### config.mk
export PLATFORM = sky130hd
export DESIGN_NAME = booth_seq_mult
export DESIGN_NICKNAME = d
export VERILOG_FILES = /design/src/rtl/booth_seq_mult_pkg.sv /design/src/rtl/booth_r4_encoder.sv /design/src/rtl/booth_seq_mult.sv
export SDC_FILE = /design/constraint.sdc
export NUM_CORES = 1
export LEC_CHECK = 0
export CAP_MARGIN = 0
export CORE_MARGIN = 10
export CORE_UTILIZATION = 50
export CTS_CLUSTER_DIAMETER = 120
export DETAILED_ROUTE_END_ITERATION = 8
export PLACE_DENSITY_LB_ADDON = 0.2
export SLEW_MARGIN = 15
export SYNTH_ARGS = -nofsm -noshare
export SYNTH_HDL_FRONTEND = slang
export SYNTH_SLANG_ARGS = --single-unit
### constraint.sdc
create_clock -name clk -period 7.2 [get_ports clk]
set_clock_uncertainty 0.05 [all_clocks]
set_input_delay 0.72 -clock clk [delete_from_list [all_inputs] [get_ports clk]]
set_output_delay 0.72 -clock clk [all_outputs]
set_load 0.02 [all_outputs]
### src/rtl/booth_seq_mult_pkg.sv
// Shared encodings for the Booth multipliers: FSM states and radix-4 digit codes.
// Pure typedefs; no logic, no latency, no flow control.
package booth_seq_mult_pkg;

    typedef enum logic {
        ST_IDLE = 1'b0,
        ST_RUN  = 1'b1
    } state_t;

    typedef enum logic [2:0] {
        BD_ZERO = 3'd0,
        BD_POS1 = 3'd1,
        BD_POS2 = 3'd2,
        BD_NEG1 = 3'd3,
        BD_NEG2 = 3'd4
    } bd_t;

endpackage

### src/rtl/booth_r4_encoder.sv
// Radix-4 Booth recoder: triple (b[2i+1], b[2i], b[2i-1]) -> digit code and negate flag.
// Purely combinational, zero latency; no handshake.
module booth_r4_encoder
    import booth_seq_mult_pkg::*;
(
    input  logic [2:0] triple,
    output bd_t        digit,
    output logic       neg
);

    always_comb begin
        digit = BD_ZERO;
        neg   = 1'b0;
        case (triple)
            3'b001, 3'b010: digit = BD_POS1;
            3'b011:         digit = BD_POS2;
            3'b100: begin
                digit = BD_NEG2;
                neg   = 1'b1;
            end
            3'b101, 3'b110: begin
                digit = BD_NEG1;
                neg   = 1'b1;
            end
            default:        digit = BD_ZERO;
        endcase
    end

endmodule

### src/rtl/booth_seq_mult.sv
// Sequential radix-4 Booth multiplier with optional truncation of each partial product.
// Latency WIDTH/2 cycles from the start edge to done; start is ignored while busy.
module booth_seq_mult
    import booth_seq_mult_pkg::*;
#(
    parameter int WIDTH       = 8,
    parameter int APPROX_BITS = 4
) (
    input  logic                 clk,
    input  logic                 rst,
    input  logic                 start,
    input  logic                 approx_en,
    input  logic [WIDTH-1:0]     input_A,
    input  logic [WIDTH-1:0]     input_B,
    output logic                 busy,
    output logic                 done,
    output logic [2*WIDTH-1:0]   C
);

    localparam int PW   = 2 * WIDTH;
    localparam int HALF = WIDTH / 2;
    localparam int CW   = $clog2(HALF) + 1;
    localparam logic [PW-1:0] LOW_MASK = PW'((64'd1 << APPROX_BITS) - 64'd1);

    state_t          state;
    logic [CW-1:0]   cnt;
    logic [PW-1:0]   mcand;
    logic [WIDTH:0]  b_sh;
    logic            approx;
    logic [PW-1:0]   acc;

    bd_t             digit;
    logic            neg;
    logic [PW-1:0]   mag;
    logic [PW-1:0]   pp;
    logic [PW-1:0]   pp_m;
    logic [PW-1:0]   acc_next;

    // b_sh carries an implicit B[-1]=0 in bit 0, so the low triple is always the current digit.
    booth_r4_encoder u_enc (
        .triple (b_sh[2:0]),
        .digit  (digit),
        .neg    (neg)
    );

    // mcand is the sign-extended multiplicand already shifted by 2i for the current digit.
    always_comb begin
        mag = '0;
        case (digit)
            BD_POS1, BD_NEG1: mag = mcand;
            BD_POS2, BD_NEG2: mag = {mcand[PW-2:0], 1'b0};
            default:          mag = '0;
        endcase
        pp       = neg ? (~mag + PW'(1)) : mag;
        pp_m     = approx ? (pp & ~LOW_MASK) : pp;
        acc_next = acc + pp_m;
    end

    always_ff @(posedge clk) begin
        if (rst) begin
            state  <= ST_IDLE;
            busy   <= 1'b0;
            done   <= 1'b0;
            C      <= '0;
            acc    <= '0;
            cnt    <= '0;
            mcand  <= '0;
            b_sh   <= '0;
            approx <= 1'b0;
        end else begin
            done <= 1'b0;
            case (state)
                ST_IDLE: begin
                    if (start) begin
                        mcand  <= {{WIDTH{input_A[WIDTH-1]}}, input_A};
                        b_sh   <= {input_B, 1'b0};
                        approx <= approx_en;
                        acc    <= '0;
                        cnt    <= '0;
                        busy   <= 1'b1;
                        state  <= ST_RUN;
                    end
                end
                ST_RUN: begin
                    acc   <= acc_next;
                    mcand <= mcand << 2;
                    b_sh  <= b_sh >> 2;
                    cnt   <= cnt + CW'(1);
                    if (cnt == CW'(HALF - 1)) begin
                        C     <= acc_next;
                        done  <= 1'b1;
                        busy  <= 1'b0;
                        state <= ST_IDLE;
                    end
                end
                default: state <= ST_IDLE;
            endcase
        end
    end

endmodule
==> key figures, run 1 <==
Synth
  – #FFs+latches synth: 64
  – Synth Net Count: approximately 540
  – Cell count after synthesis: 497
  – Synth Flop Type: dfxtp_1
  – Post-synth ARST share: 0
  – Mean Syn Cell Area: 7.96 um2
  – EDFF count, synth: 0
  – Synth warn: 0
  – Seq/Total Area, Yosys: 0.324
  – Post-Syn Area: a little under 4000 um2
  – Distinct cells, synth: 59

CTS
  – Clock sink count: 64
  – H-tree depth: 3
  – Max clock buf depth: 2
  – Root Buffer: clkbuf_8
  – Worst-path clk slew: 70 ps
  – Insertion delay to the later sink of the worst-skew pair: 340 ps
  – Setup bufs post-CTS: 0
  – CTS tree: yes
  – Post-CTS Hold Fix Bufs: 0
  – CTS resizes: 0
  – Num CTS Buffers: 9

GRT
  – GRT Overall Usage: 0.153
  – Initial antenna violation count: 0
  – First-pass GRT wire length: 15.0 mm
  – Vias in the first global route: around 3300
  – Maximum number of pins on one net before global-route repair: 73
  – Total grt overflow: 0

Finish
  – # nets final: 559
  – Diode count: 0
  – Layout cells sized above 1: 0.0655
  – Number of fill cells in the layout: 717
  – Layout overhead on the synthesized area: 15.5%
  – Finished Cell Area: ~4600 um2

Route
  – Iter 0 DRT Violations: approximately 270
  – Drt pass-1 iters: 5
  – DR WL/cell: roughly 14 um
  – Via count: 3486
  – DRC Markers: 0
  – Wirelength, routed: ~8.7 mm
  – Via/cell ratio: 5.61
  – Final ANT Viol Nets: 0

Floorplanning
  – Die Area: 11900 um2
  – Site row count: 32
  – Die height: 109 um
  – CORE AREA: 7730 um2
  – Initial Utilization: 0.512
  – # IOs: 38
  – Die extent in x: 109 um

Critical path
  – CP Launch Type: flop
  – Crit path DAT: 4640 ps
  – Crit-path max FO: 27
  – Reg2Reg Setup Slack: 2750 ps
  – CP Class: reg2reg
  – CP Capture Type: flop
  – CP required: 7380 ps

Power and ir drop
  – Leak: around 1.8 nW
  – Power Total: a little under 0.9 mW
  – Maximum vdd drop: 0.104 mV
  – PD cells: roughly 190 nW/um2

Run status
  – Status: complete, no violations

STA
  – Setup Total Neg Slack: 0 ps
  – Final Hold Fails: 0
  – Worst slew pin tran: between 900 and 1000 ps
  – Worst relative slew slack: 0.397
  – Unrepaired setup endpoints after global routing: false
  – Period utilization: 0.618
  – Final setup viols: 0
  – Post-Route Hold Slack: 403 ps
  – Pins Over Slew Limit: 0
  – Fmax: 0.225 GHz
  – Tmin final: 4450 ps

Place
  – Placed inst area: ~4300 um2
  – RePlAce Congestion: slightly below 0.9
  – Post-DP HPWL: 6.10 mm
  – Port-buffer cells: 37

Worst hold path
  – Hold crit path type: reg2reg

Job
  – Max Cap Viol: 0
-- final timing paths --
path | from | to | depth (start not counted)
hold reg to reg | C[7]$_SDFFE_PP0P_ | C[7]$_SDFFE_PP0P_ | 2
setup reg to reg | b_sh[1]$_SDFFE_PP0P_ | acc[14]$_SDFFE_PP0P_ | 16
hold / removal | C[7]$_SDFFE_PP0P_ | C[7]$_SDFFE_PP0P_ | 2
setup / recovery | b_sh[1]$_SDFFE_PP0P_ | acc[14]$_SDFFE_PP0P_ | 16
-- final cells by class --
cell class	count	area, um2	share of cell area
multi-input cells	389	2500	0.548
repair buffers	40	383	0.0839
well taps	102	128	0.0280
flip-flops and latches	64	1280	0.281
clock inverters	2	60.1	0.0132
inverters	10	37.5	0.00822
clock buffers	14	173	0.0378
-- state kept, by name, indices dropped and copies added (netlist names) --
signal	count
C	16
acc	16
mcand	16
b_sh	9
cnt	3
approx	1
busy	1
done	1
state	1
-- where the power goes --
group / internal (mW) / leakage (nW) / switching, mW
registers: 0.366 / 0.520 / 0.0149
clock network: 0.224 / 0.117 / 0.137
logic: 0.0523 / 1.12 / 0.0728
total: 0.642 / 1.76 / 0.224
-- cells by family after synthesis --
family	share of synthesized area
flip-flops	0.324
buffers and inverters	0.0430
AO/OA/AOI/OAI	0.240
XOR/XNOR	0.0528
multiplexers	0.0490
AND/OR/NAND/NOR	0.210
adder cells (fa/ha/maj)	0.0810
-- metrics by stage --
step,instances,setup WS (ps),utilization
after CTS,621,2790,0.591
after detailed placement,605,2790,0.561
final,621,2750,0.591
after floorplan,497,3130,-
after global placement,605,2930,0.561
after global routing,621,2440,0.591
-- cells in the final DEF, fill, tap and decap left out, types with 5 or more instances in the layout --
cell type / instances
a21oi_1: 72
nor2_1: 67
dfxtp_1: 63
nand2_1: 42
clkdlybuf4s50_1: 35
ha_1: 24
xnor2_1: 18
mux2i_1: 18
o21ai_0: 14
nor3_1: 13
clkbuf_8: 12
a22oi_1: 11
nand2b_1: 10
nor3b_1: 10
inv_1: 9
a22o_1: 6
a31oi_1: 6
and2_1: 5
a211oi_1: 5
-- worst max-delay path, stage by stage, from the launching register on --
cell	delay (ps)
dfxtp_1	380
inv_1	80
ha_1	170
or2_2	350
nor2_4	440
a22oi_1	210
ha_1	340
nor2_1	100
a211oi_1	90
fa_1	460
a21o_1	180
a21oi_1	320
o21a_1	230
nor3_1	90
or4_1	480
and2_1	170
a22o_1	190
-- cells in the mapped netlist (2+ instances only) --
cell type  instances  area share
a22o_1             6       0.013
nand2b_1          10       0.016
o21a_1             4      0.0076
buf_2              2      0.0025
o211ai_1           2      0.0038
a221oi_1           3      0.0066
clkbuf_2           2      0.0025
xor2_1             4      0.0089
nor3_1            13       0.016
nor4b_1            2      0.0044
or2_2              2      0.0032
a21o_1             4      0.0076
dfxtp_1           64        0.32
nor3b_1           10       0.019
nand2_1           42       0.040
nand4_1            3      0.0047
a211oi_1           5      0.0095
nor2b_1            2      0.0032
a31oi_1            6      0.0095
inv_1              9      0.0085
a22oi_1           11       0.021
ha_1              24       0.076
o31ai_1            3      0.0057
nand3_1            4      0.0051
nor4_1             3      0.0047
and3_1             2      0.0032
buf_1              8      0.0076
nor2_1            67       0.064
or4_1              2      0.0038
o21bai_1           2      0.0038
xnor2_1           18       0.040
or3_1              2      0.0032
and2_1             5      0.0079
a21oi_1           72       0.091
clkbuf_1          22       0.021
o21ai_0           14       0.018
a32o_1             4       0.010
mux2i_1           18       0.046
-- per-layer routing --
layer,share of wire,global-route usage,up-vias
li1,-,-,1807
met1,0.47,0.191,1595
met2,0.46,0.246,72
met3,0.061,0.0484,12
met4,0.011,0.0480,0
met5,0,0,-
Power figures use the tool's default switching activity.
==> run 2, diff against run 1 <==
clock period = 4.2 ns   (was 7.2 ns; I/O delays follow)
==> key figures, run 2 (synthesized netlist as in run 1, its figures left out) <==
Critical path
  – Crit path DAT: 4140 ps (-500 ps)
  – CP required: 4390 ps (-2990 ps)
  – CP Launch Type: flop
  – CP startpoint: b_sh[1]$_SDFFE_PP0P_
  – CP Class: reg2reg
  – Crit-path max FO: 4 (-85%)
  – R2r startpoint: b_sh[1]$_SDFFE_PP0P_
  – CP Capture Type: flop
  – Logic depth of the worst register-to-register path: 16 (unchanged)

STA
  – Worst relative slew slack: 0.378 (-0.0192)
  – Final Hold Fails: 0 (unchanged)
  – Tmin final: 3950 ps (-502 ps)
  – Final setup viols: 0 (unchanged)
  – Pins Over Slew Limit: 0 (unchanged)
  – Setup Total Neg Slack: 0 ps (unchanged)
  – Worst slew pin tran: 933 ps (+28.8 ps)
  – Fmax: 0.253 GHz (+13%)
  – Period utilization: 0.940 (+0.322)
  – Unrepaired setup endpoints after global routing: false

Place
  – Port-buffer cells: 37 (unchanged)
  – RePlAce Congestion: 0.889 (-0.45%)
  – Inst Count DP: 607 (+0.33%)
  – Post-DP HPWL: 6.33 mm (+3.8%)

Finish
  – # nets final: 563 (+0.72%)
  – Layout overhead on the synthesized area: 16.5%
  – Regs by FF count: C (16), acc (16), mcand (16)
  – Commonest non-fill, non-tap cells in the layout: a21oi_1 (71), nor2_1 (67), dfxtp_1 (63)
  – Non-Filler Instances: 625 (+0.64%)
  – Layout cells sized above 1: 0.0803 (+0.0148)
  – Final core occ: 0.596 (+0.00518)
  – Storage element area: 1280 um2 (unchanged)
  – Number of fill cells in the layout: 705 (-1.7%)
  – Most common cell after layout, fill and taps aside: a21oi_1
  – Area occupied by multi-input gates: 2530 um2 (+1.2%)
  – Diode count: 0 (unchanged)

CTS
  – H-tree depth: 3 (unchanged)
  – Insertion delay to the later sink of the worst-skew pair: 350 ps (about the same)
  – CTS tree: yes
  – Clock sink count: 64 (unchanged)
  – Max clock buf depth: 2 (unchanged)
  – Post-CTS Hold Fix Bufs: 0 (unchanged)
  – Num CTS Buffers: 9 (unchanged)
  – Root Buffer: clkbuf_8
  – Worst-path clk slew: 70 ps (about the same)

Floorplanning
  – Die Area: 11900 um2 (unchanged)
  – Die height: 109 um (unchanged)
  – CORE AREA: 7730 um2 (unchanged)
  – Initial Utilization: 0.512 (unchanged)
  – # IOs: 38 (unchanged)
  – Die extent in x: 109 um (unchanged)
  – Site row count: 32 (unchanged)

GRT
  – Total grt overflow: 0 (unchanged)
  – Vias in the first global route: 3223 (-3.6%)
  – First-pass GRT wire length: 15.2 mm (+1.5%)
  – GRT Overall Usage: 0.156 (+0.00332)
  – Initial antenna violation count: 0 (unchanged)
  – Maximum number of pins on one net before global-route repair: 61 (-16%)

Run status
  – Status: complete, no violations

Route
  – Drt pass-1 iters: 4 (-1)
  – Wirelength, routed: 8.96 mm (+3.3%)
  – Via count: 3512 (+0.75%)
  – DR WL/cell: 14.3 um (+2.6%)
  – Iter 0 DRT Violations: 153 (-44%)
  – DRC Markers: 0 (unchanged)
  – Final ANT Viol Nets: 0 (unchanged)
  – Via/cell ratio: 5.62 (+0.10%)

Power and ir drop
  – Maximum vdd drop: 0.179 mV (+73%)
  – Switch share: 0.276 (+0.0168)
  – Clk pwr share: 0.401 (-0.015)
  – Net switching power: 0.402 mW (+79%)
  – Flop pwr share: 0.449 (+0.010)
  – PD cells: 316 nW/um2 (+67%)
  – Power Total: 1.46 mW (+68%)
  – Part of the power in combinational logic: 0.150 (+0.006)
  – Leak: 1.77 nW (+0.54%)
  – P_int: 1.06 mW (+64%)

Worst hold path
  – Hold crit path type: reg2reg
  – HP Start: C[12]$_SDFFE_PP0P_
  – WHS Path Cells: 2 (unchanged)

Job
  – Max Cap Viol: 0 (unchanged)
==> run 2: worst max-delay path, cell delays in order (launching register included) <==
cell	delay, ps
dfxtp_1	370
inv_1	80
ha_1	180
or2_2	350
nor2_4	110
a22oi_2	80
ha_1	310
nor2_1	130
a211oi_1	100
fa_1	460
a21o_1	180
a21oi_1	290
o21a_1	210
nor3_1	80
or4_1	480
and2_1	170
a22o_1	200
==> run 2: path summary, 6_finish.rpt <==
kind / end / slack [ps]
setup reg to reg: acc[14]$_SDFFE_PP0P_ / 250
hold / removal: C[12]$_SDFFE_PP0P_ / 400
hold reg to reg: C[12]$_SDFFE_PP0P_ / 400
setup / recovery: acc[14]$_SDFFE_PP0P_ / 250
==> run 2: metrics by stage <==
step                worst slack (ps)  hold WS [ps]  instance area, um2
finish                           250           404                4610
global route                    2.96           431                4610
CTS                             14.4           406                4560
detailed placement              44.0           396                4350
global placement                 237           391                4350
floorplan                        133           399                3950
==> run 2: power groups by stage <==
stage          clock network [mW]  logic (mW)  registers [mW]
2_1_floorplan                   0       0.171           0.655
3_3_place_gp                    0       0.212           0.667
3_5_place_dp                    0       0.214           0.668
4_1_cts                     0.594       0.215           0.654
5_1_grt                     0.621       0.245           0.658
6_report                    0.584       0.219           0.654
==> run 2: final cells by class <==
type	count	area share
repair buffers	44	0.0896
clock inverters	5	0.0177
clock buffers	11	0.0285
multi-input cells	389	0.550
well taps	102	0.0277
flip-flops and latches	64	0.278
inverters	10	0.00815
==> run 2: what timing repair did <==
item,4_1_cts,5_1_grt
buffers inserted,0,2
setup endpoints to repair,0,10
gates resized for setup,0,6
==> run 2: routing by layer <==
metal	GRT usage	share of wire	up-vias
met1	0.203	0.49	1631
met4	0.0593	0.015	0
met3	0.0336	0.048	11
met5	0	0	-
met2	0.249	0.45	54
li1	-	-	1816
==> run 3, diff against run 2 <==
CORE_MARGIN = 2   (was 10)
CORE_UTILIZATION = 44   (was 50)
GPL_TIMING_DRIVEN = 0   (was not set)
==> key figures, run 3 (synthesized netlist as in run 1, its figures left out) <==
Finish
  – Final core occ: 0.551 (-0.0455)
  – Most common cell after layout, fill and taps aside: a21oi_1
  – Finished Cell Area: 4800 um2 (+4.2%)
  – Commonest non-fill, non-tap cells in the layout: a21oi_1 (69), nor2_1 (66), dfxtp_1 (63)
  – # nets final: 593 (+5.3%)
  – Layout cells sized above 1: 0.103 (+0.0230)
  – Diode count: 0 (unchanged)
  – Regs by FF count: C (16), acc (16), mcand (16)
  – Layout overhead on the synthesized area: 21.4%

Floorplanning
  – Site row count: 34 (+6.3%)
  – Die Area: 9760 um2 (-18%)
  – Initial Utilization: 0.453 (-0.0583)
  – Die extent in x: 98.8 um (-9.3%)
  – # IOs: 38 (unchanged)
  – CORE AREA: 8720 um2 (+13%)
  – Die height: 98.8 um (-9.3%)

Critical path
  – Slowest cell delay on critical path: 430 ps (-50 ps)
  – Crit-path max FO: 10 (+6)
  – CP Launch Type: flop
  – Most frequent CP cell: nand2_1
  – CP Class: reg2reg
  – CP Capture Type: flop
  – Worst path slowest cell: or4_1
  – CP required: 4390 ps (about the same)
  – Crit path DAT: 4210 ps (+70 ps)
  – Cell Chain, Critical Path: inv_1 -> ha_2 -> mux2i_4 -> nor2_4 -> buf_6 -> a22oi_2 -> ha_2 -> nand2_1 -> a221o_1 -> nor2_2 -> a31oi_1 -> xnor2_1 -> ha_1 -> nand2_1 -> nand2_1 -> a21oi_2 -> o22ai_1 -> or4_1 -> and2_1 -> a22o_1

STA
  – Worst relative slew slack: 0.526 (+0.148)
  – Worst slew pin tran: 711 ps (-223 ps)
  – Tmin final: 4020 ps (+65.8 ps)
  – Fmax: 0.249 GHz (-1.6%)
  – Pins Over Slew Limit: 0 (unchanged)
  – Period utilization: 0.956 (+0.0157)
  – Unrepaired setup endpoints after global routing: true
  – Final Hold Fails: 0 (unchanged)
  – Final setup viols: 0 (unchanged)

Place
  – Post-DP HPWL: 7.70 mm (+22%)
  – Placed inst area: 4440 um2 (+2.1%)
  – RePlAce Congestion: 0.838 (-5.8%)
  – Port-buffer cells: 35 (-5.4%)

GRT
  – Total grt overflow: 0 (unchanged)
  – Maximum number of pins on one net before global-route repair: 20 (-67%)
  – Initial antenna violation count: 0 (unchanged)
  – Vias in the first global route: 3429 (+6.4%)
  – GRT Overall Usage: 0.216 (+0.0594)
  – First-pass GRT wire length: 16.8 mm (+10%)

Route
  – Iter 0 DRT Violations: 183 (+20%)
  – Wirelength, routed: 10.5 mm (+17%)
  – Drt pass-1 iters: 4 (unchanged)
  – Final ANT Viol Nets: 0 (unchanged)
  – Via count: 3712 (+5.7%)
  – Via/cell ratio: 5.62 (about the same)
  – DR WL/cell: 15.9 um (+11%)
  – DRC Markers: 0 (unchanged)

Worst hold path
  – Hold crit path type: in2reg

CTS
  – H-tree depth: 3 (unchanged)
  – Insertion delay to the later sink of the worst-skew pair: 340 ps (about the same)
  – Root Buffer: clkbuf_8
  – Worst-path clk slew: 70 ps (about the same)
  – Max clock buf depth: 2 (unchanged)
  – Clock sink count: 64 (unchanged)
  – Num CTS Buffers: 9 (unchanged)
  – CTS tree: yes

Power and ir drop
  – Part of the power in combinational logic: 0.176 (+0.026)
  – PD cells: 304 nW/um2 (-4.0%)
  – Flop pwr share: 0.444 (-0.005)
  – Maximum vdd drop: 0.166 mV (-7.1%)
  – Leak: 1.85 nW (+4.3%)
  – Net switching power: 0.410 mW (+2.0%)
  – Switch share: 0.281 (+0.00516)
  – P_int: 1.05 mW (-0.62%)
  – Clk pwr share: 0.381 (-0.020)

Run status
  – Status: complete, no violations

Job
  – Max Cap Viol: 0 (unchanged)
-- run 3: cell types whose count changed in the layout (fill, tap and decap cells not counted), sizes merged --
cell and change:
buf +6, clkbuf +25, bufinv -1, clkinvlp -1
-- run 3: worst max-delay path: cells and delay by family (launching register included) --
family                   cells  cell delay, ps
AO/OA/AOI/OAI                6            1060
AND/OR/NAND/NOR              7            1010
adder cells (fa/ha/maj)      3             760
flip-flops                   1             360
XOR/XNOR                     1             260
buffers and inverters        2             230
multiplexers                 1             190
-- run 3: final timing paths --
kind	slack [ps]	startpoint	cells past startpoint	to
setup / recovery	180	b_sh[0]$_SDFFE_PP0P_	20	acc[14]$_SDFFE_PP0P_
hold / removal	380	rst	2	done$_SDFF_PP0_
setup reg to reg	180	b_sh[0]$_SDFFE_PP0P_	20	acc[14]$_SDFFE_PP0P_
hold reg to reg	400	C[6]$_SDFFE_PP0P_	2	C[6]$_SDFFE_PP0P_
-- run 3: final cells by class --
cell class / count / area [um2]
plain buffers: 33 / 150
clock buffers: 12 / 165
clock inverters: 3 / 40.0
fillers: 818 / 3920
inverters: 10 / 37.5
multi-input cells: 389 / 2590
flip-flops and latches: 64 / 1280
well taps: 108 / 135
repair buffers: 41 / 395
-- run 3: timing repair --
| item | 4_1_cts | 5_1_grt |
|---|---|---|
| endpoints found under the setup margin | 22 | 11 |
| gates resized for setup | 11 | 22 |
| pin swaps | 2 | 7 |
| hold buffers | 0 | 0 |
| buffers inserted | 1 | 5 |
-- run 3: through the flow --
step	setup TNS [ps]	cells	total power, mW	worst slack [ps]	hold slack [ps]
final	0	660	1.46	184	383
after global placement	-2780	640	0.893	-401	392
after floorplan	0	497	0.826	133	399
after global routing	-13.1	660	1.52	-13.1	420
after detailed placement	-4940	640	0.897	-498	397
after CTS	0	655	1.46	40.6	373
-- run 3: power groups by stage --
stage               logic, mW  clock network, mW  registers (mW)
floorplan               0.171                  0           0.655
global placement        0.234                  0           0.659
detailed placement      0.238                  0           0.659
CTS                     0.244              0.567           0.646
global route            0.282              0.589           0.649
finish                  0.256              0.555           0.647
-- run 3: routing by layer --
layer,part of all wire,track usage,wire length (um)
met2,0.48,0.369,5030
met4,0.015,0.0674,153
met3,0.042,0.0340,437
met1,0.46,0.280,4840
met5,0,0,0
